--- src/rtl/sram_rd_port_arbiter_pkg.sv ---
// Shared state encoding and width helpers for the SRAM read-port arbiter.
// Definitions only; no logic lives here.
package sram_arb_pkg;

    typedef enum logic {
        IDLE  = 1'b0,
        BURST = 1'b1
    } arb_state_t;

    function automatic int clog2(input int value);
        int w;
        w = 0;
        while ((1 << w) < value) w++;
        return w;
    endfunction

    // Index widths never collapse to zero bits, even for a single port.
    function automatic int idx_width(input int n);
        return (clog2(n) < 1) ? 1 : clog2(n);
    endfunction

    localparam int NUM_OF_PORTS_DFLT = 16;
    localparam int PORT_IDX_W        = idx_width(NUM_OF_PORTS_DFLT);

endpackage

--- src/rtl/sram_rd_port_arbiter_rr_pick.sv ---
// Rotating-priority pick: first requester at or after rr_ptr, wrapping.
// Latency: combinational.
// Backpressure: none; pure function of req and rr_ptr.
module rr_pick
    import sram_arb_pkg::*;
#(
    parameter int N  = NUM_OF_PORTS_DFLT,
    parameter int PW = PORT_IDX_W
) (
    input  logic [N-1:0]  req,
    input  logic [PW-1:0] rr_ptr,
    output logic [PW-1:0] winner,
    output logic          any
);
    localparam int SW = PW + 1;

    logic [SW-1:0] sum;

    always_comb begin
        winner = '0;
        any    = 1'b0;
        sum    = '0;
        for (int i = 0; i < N; i++) begin
            sum = {1'b0, rr_ptr} + SW'(i);
            if (sum >= SW'(N)) sum = sum - SW'(N);
            if (!any && req[sum[PW-1:0]]) begin
                any    = 1'b1;
                winner = sum[PW-1:0];
            end
        end
    end

endmodule

--- src/rtl/sram_rd_port_arbiter.sv ---
// Shares one SRAM read port among requesters with round-robin and packet lock.
// Latency: beat accepted at T -> sram_enb at T+1 -> rd_data/rd_vld at T+2+sram_latency.
// Backpressure: gnt is the ready; a beat moves only when req[p] & gnt[p]; returns are never stalled.
module sram_rd_port_arbiter
    import sram_arb_pkg::*;
#(
    parameter int num_of_ports       = 16,
    parameter int address_width      = 12,
    parameter int arbiter_data_width = 64,
    parameter int sram_latency       = 1,
    parameter int max_burst          = 32
) (
    input  logic                                  clk,
    input  logic                                  rst,
    input  logic [num_of_ports-1:0]               req,
    input  logic [num_of_ports*address_width-1:0] req_addr,
    input  logic [num_of_ports-1:0]               req_last,
    output logic [num_of_ports-1:0]               gnt,
    output logic                                  sram_enb,
    output logic [address_width-1:0]              sram_addr,
    input  logic [arbiter_data_width-1:0]         sram_dout,
    output logic [arbiter_data_width-1:0]         rd_data,
    output logic [num_of_ports-1:0]               rd_vld,
    output logic                                  busy
);
    localparam int PW    = idx_width(num_of_ports);
    localparam int CNT_W = idx_width(max_burst + 1);
    localparam int DEPTH = sram_latency + 1;

    localparam logic [CNT_W-1:0]        CNT_ONE   = CNT_W'(1);
    localparam logic [CNT_W-1:0]        CNT_MAX   = CNT_W'(max_burst);
    localparam logic [PW-1:0]           PORT_ONE  = PW'(1);
    localparam logic [PW-1:0]           LAST_PORT = PW'(num_of_ports - 1);
    localparam logic [num_of_ports-1:0] VEC_ONE   = num_of_ports'(1);

    typedef struct packed {
        logic          vld;
        logic [PW-1:0] owner;
    } tag_t;

    arb_state_t               state;
    logic [PW-1:0]            owner;
    logic [PW-1:0]            rr_ptr;
    logic [PW-1:0]            winner;
    logic                     any_req;
    logic [CNT_W-1:0]         beat_cnt;
    logic [CNT_W-1:0]         beat_cnt_nxt;
    logic                     accept;
    logic                     release_now;
    logic [address_width-1:0] owner_addr;
    tag_t                     pipe [DEPTH];

    rr_pick #(
        .N  (num_of_ports),
        .PW (PW)
    ) u_rr_pick (
        .req    (req),
        .rr_ptr (rr_ptr),
        .winner (winner),
        .any    (any_req)
    );

    // Owner dropping req ends the packet without consuming a beat.
    always_comb begin
        accept       = (state == BURST) && req[owner];
        beat_cnt_nxt = beat_cnt + CNT_ONE;
        owner_addr   = req_addr[owner*address_width +: address_width];
        release_now  = (state == BURST) &&
                       (!req[owner] || req_last[owner] ||
                        ((max_burst != 0) && (beat_cnt_nxt == CNT_MAX)));
    end

    always_ff @(posedge clk or negedge rst) begin
        if (!rst) begin
            state     <= IDLE;
            owner     <= '0;
            rr_ptr    <= '0;
            beat_cnt  <= '0;
            gnt       <= '0;
            sram_enb  <= 1'b0;
            sram_addr <= '0;
            busy      <= 1'b0;
        end else begin
            sram_enb <= accept;
            if (accept) begin
                sram_addr <= owner_addr;
                beat_cnt  <= beat_cnt_nxt;
            end
            case (state)
                IDLE: begin
                    if (any_req) begin
                        owner    <= winner;
                        gnt      <= VEC_ONE << winner;
                        state    <= BURST;
                        busy     <= 1'b1;
                        beat_cnt <= '0;
                    end else begin
                        gnt <= '0;
                    end
                end
                BURST: begin
                    if (release_now) begin
                        state  <= IDLE;
                        gnt    <= '0;
                        busy   <= 1'b0;
                        rr_ptr <= (owner == LAST_PORT) ? '0 : owner + PORT_ONE;
                    end
                end
                default: state <= IDLE;
            endcase
        end
    end

    // Owner tag rides alongside the SRAM read so returns survive grant changes.
    always_ff @(posedge clk or negedge rst) begin
        if (!rst) begin
            for (int i = 0; i < DEPTH; i++) pipe[i] <= '0;
            rd_vld  <= '0;
            rd_data <= '0;
        end else begin
            pipe[0] <= '{vld: accept, owner: owner};
            for (int i = 1; i < DEPTH; i++) pipe[i] <= pipe[i-1];
            rd_vld <= pipe[DEPTH-1].vld ? (VEC_ONE << pipe[DEPTH-1].owner) : '0;
            if (pipe[DEPTH-1].vld) rd_data <= sram_dout;
        end
    end

endmodule

--- config.mk ---
export PLATFORM = sky130hd
export DESIGN_NAME = sram_rd_port_arbiter
export DESIGN_NICKNAME = d
export VERILOG_FILES = /design/src/rtl/sram_rd_port_arbiter_pkg.sv /design/src/rtl/sram_rd_port_arbiter_rr_pick.sv /design/src/rtl/sram_rd_port_arbiter.sv
export SDC_FILE = /design/constraint.sdc
export NUM_CORES = 1
export LEC_CHECK = 0
export ABC_AREA = 1
export CAP_MARGIN = 25
export CORE_MARGIN = 10
export CORE_UTILIZATION = 38
export CTS_CLUSTER_DIAMETER = 60
export DETAILED_ROUTE_END_ITERATION = 10
export PLACE_DENSITY = 0.75
export SETUP_SLACK_MARGIN = 0.2
export SLEW_MARGIN = 20
export SYNTH_ARGS = -nofsm -noshare
export SYNTH_HDL_FRONTEND = slang
export SYNTH_SLANG_ARGS = --single-unit
--- constraint.sdc ---
create_clock -name clk -period 3.1 [get_ports clk]
set_clock_uncertainty 0.05 [all_clocks]
set_input_delay 0.775 -clock clk [delete_from_list [all_inputs] [get_ports clk]]
set_output_delay 0.775 -clock clk [all_outputs]
set_load 0.01 [all_outputs]
==> summary.md <==
| Metric | Value |
|---|---|
| Syn. warnings | `0` |
| Crit path launch type | `flop` |
| Dpl ws | `-0.612 ns` |
| Top Ports | `400` |
| Syn nets | `1463` |
| Port bufs | `399` |
| Hpwl dp | `between 30000 and 40000 um` |
| First-pass GRT wire length | `roughly 60000 um` |
| Synth top area share | `0.384` |
| CTS H-tree depth | `4` |
| Worst EP arrival | `3.62 ns` |
| Post-synth top flop | `dfrtp_1` |
| Synth Instances | `approximately 1.2k` |
| Setup Total Neg Slack | `-2.91 ns` |
| CTS Sinks | `134` |
| Die X | `between 150 and 200 um` |
| TritonCTS clock tree | `done` |
| Worst setup margin | `-0.197 ns` |
| Largest net degree at the start of global routing | `117` |
| Fmax | `just over 300 MHz` |
| Initial DRC Count | `836` |
| Mean number of vias per cell | `roughly 5.3` |
| DRC viols | `0` |
| Num CTS Buffers | `17` |
| Leak | `6.56 nW` |
| Worst-Margin Slew | `0.588 ns` |
| GPL Wtd Cong | `0.968` |
| Register area share after synthesis | `0.384` |
| RSZ-0062 raised after global routing | `true` |
| Worst IR drop on VDD | `0.752 mV` |
| Rel. slew slack | `0.608` |
| Slew Limit Fails | `0` |
| Initial Util | `0.386` |
| Chip Height | `~170 um` |
| Worst EP required | `3.42 ns` |
| GRT Overall Usage | `0.260` |
| EDFF count, synth | `0` |
| Clock transition at the registers of the reported paths | `0.06 ns` |
| Yosys reg bits | `134` |
| Root buf cell | `clkbuf_16` |
| Worst-path maximum fanout | `5` |
| Crit end category | `flop` |
| Cell with the most instances after synthesis | `nand2_1` |
| Setup violators final | `21` |
| Total Wirelength | `40200 um` |
| Status | `complete, but fails checks` |
| Row cnt | `55` |
| Vias post-DR | `10.4k` |
| 1st-pass router iterations | `7` |
| Failing checks | `negative setup slack` |
| DR WL/cell | `20.7 um` |
| Hold Fails Final Rpt | `0` |
| Synth top cells by count | `nand2_1 (231), nor2_1 (182), o21ai_0 (135)` |
| Share of layout cells above drive strength 1 | `0.237` |
| Total of max-cap violations | `0` |
| Antenna-violating nets left | `0` |
| Ys async rst share | `1.00` |
| Initial antenna violation count | `4` |
| Max Root-Sink Buffers | `2` |
| # nets final | `~1.9k` |
| Synth unique cells | `40` |
| Power Density | `1320 nW/um2` |
| Core footprint | `22600 um2` |
| Vias in the first global route | `10.4k` |
| Syn Area/Cell | `7.51 um2` |
| GRT overflow | `0` |
| Crit path kind | `reg -> reg` |
| Syn Std Cell Area | `8730 um2` |
| Fin crit share | `1.06` |
| Die area | `between 20000 and 30000 um2` |
| Skew-Pair Late Insertion Delay | `~0.44 ns` |
| Largest area contributor in the netlist | `dfrtp_1` |
| Layout area overhead | `74.9%` |
| HP Class | `in -> async` |
| Largest cells by area after synthesis | `dfrtp_1 (38%), nand2_1 (9.9%), mux2_2 (8.3%)` |
| Min Tclk post-route | `3.30 ns` |
## area by class of cell
cell class / instances / area (um2)
inverter: 61 / 255
timing repair buffer: 522 / 5080
multi-input combinational: 901 / 5650
tap: 285 / 357
clock buffer: 17 / 425
clock inverter: 15 / 139
fill: 1816 / 7370
sequential: 134 / 3360
antenna: 3 / 7.51
## stage by stage
step / hold slack (ns) / cell area, um2 / cells / util / total power (W)
global route: 0.292 / 15300 / 1938 / 0.675 / 0.0214
finish: 0.259 / 15300 / 1938 / 0.675 / 0.0201
floorplan: 0.281 / 8890 / 1163 / - / 0.00984
detailed placement: 0.285 / 13700 / 1868 / 0.604 / 0.0150
global placement: 0.283 / 13700 / 1868 / 0.604 / 0.0149
CTS: 0.275 / 14900 / 1920 / 0.657 / 0.0188
## state kept, by name, indices dropped and copies added, names as in the netlist
name	flops
owner	4
rd_vld	16
pipe	10
state	1
rd_data	64
rr_ptr	4
sram_addr	12
beat_cnt	6
busy	1
gnt	16
## final timing paths
path | from | endpoint | slack (ns) | cells after the start
setup / recovery | rr_ptr[0] | gnt[1] | -0.20 | 23
hold / removal | rst | rd_data[31] | 0.26 | 1
setup reg to reg | rr_ptr[0] | gnt[1] | -0.20 | 23
hold reg to reg | pipe[6] | pipe[1] | 0.30 | 0
max in group asynchronous | rst | rr_ptr[1] | 2.02 | 2
min in group clk | pipe[6] | pipe[1] | 0.30 | 0
## cell usage in the layout (no fill, tap or decap), types with 3 or more instances in the layout
cell type and instances:
buf_4 97, clkinvlp_4 3, clkbuf_16 17, nand4_1 15, nand2_4 11, o21a_1 3, inv_6 6, diode_2 3
buf_6 16, ha_4 5, buf_12 9, a32o_1 11, dfrtp_2 3, o21ai_0 133, inv_8 4, nand3_4 13
nand3_1 79, inv_4 5, xor2_2 7, o22ai_1 48, xor2_1 7, inv_1 43, dfrtp_1 131, mux2_2 64
dlygate4sd2_1 16, a21oi_4 3, ha_1 3, nor2_1 158, nand2_1 199, clkdlybuf4s50_1 382, a21oi_1 14, inv_2 10
nor2_4 16, nand2_2 28, nand4_4 5, o221ai_1 8, nand3_2 33, nor2_2 16
## logic make-up (layout without fill, tap and decap cells)
group	after synthesis	in the layout	synth area share
adder cells (fa/ha/maj)	10	10	0.0143
AND/OR/NAND/NOR	577	577	0.286
XOR/XNOR	17	17	0.0179
buffers and inverters	129	615	0.0596
multiplexers	64	64	0.0825
AO/OA/AOI/OAI	232	233	0.156
flip-flops	134	134	0.384
other	0	3	0
## timing repair
| action | CTS | global route |
|---|---|---|
| hold buffers | 0 | 0 |
| gates cloned | 1 | 0 |
| setup buffers | 19 | 15 |
| endpoints found under the setup margin | 28 | 28 |
| resized for setup | 137 | 66 |
| pin swaps | 49 | 49 |
## where the power goes
part / internal (W) / switching [W]
Sequential: 0.00249 / 0.000513
Clock: 0.00106 / 0.000900
Combinational: 0.00662 / 0.00853
Total: 0.0102 / 0.00995
## worst max-delay path, stage by stage (launching register included)
cell	delay [ns]
dfrtp_1	0.40
inv_2	0.08
ha_4	0.33
buf_8	0.15
nand3_4	0.09
nand3_4	0.13
nand2_4	0.06
nand2_2	0.05
nand2_2	0.05
nor2_2	0.12
nand4_1	0.17
nor2_4	0.20
nand4_4	0.13
nor2_4	0.17
nand4_1	0.17
nor2_4	0.19
nor2_2	0.07
nand2_1	0.06
nand2_1	0.07
nand2_2	0.14
nand3_4	0.10
nor2_2	0.12
nand2_1	0.06
nand2_1	0.07
## layer usage
layer  vias to the layer above  wire [um]  GRT usage  share of wire
li1                       4927          -          -              -
met1                      4896      15100      0.284           0.38
met2                       462      20400      0.472           0.51
met3                        69       3730     0.0798          0.093
met4                         2        888     0.0752          0.022
met5                         -         17          0        0.00042
(Power assumes the default switching activity.)
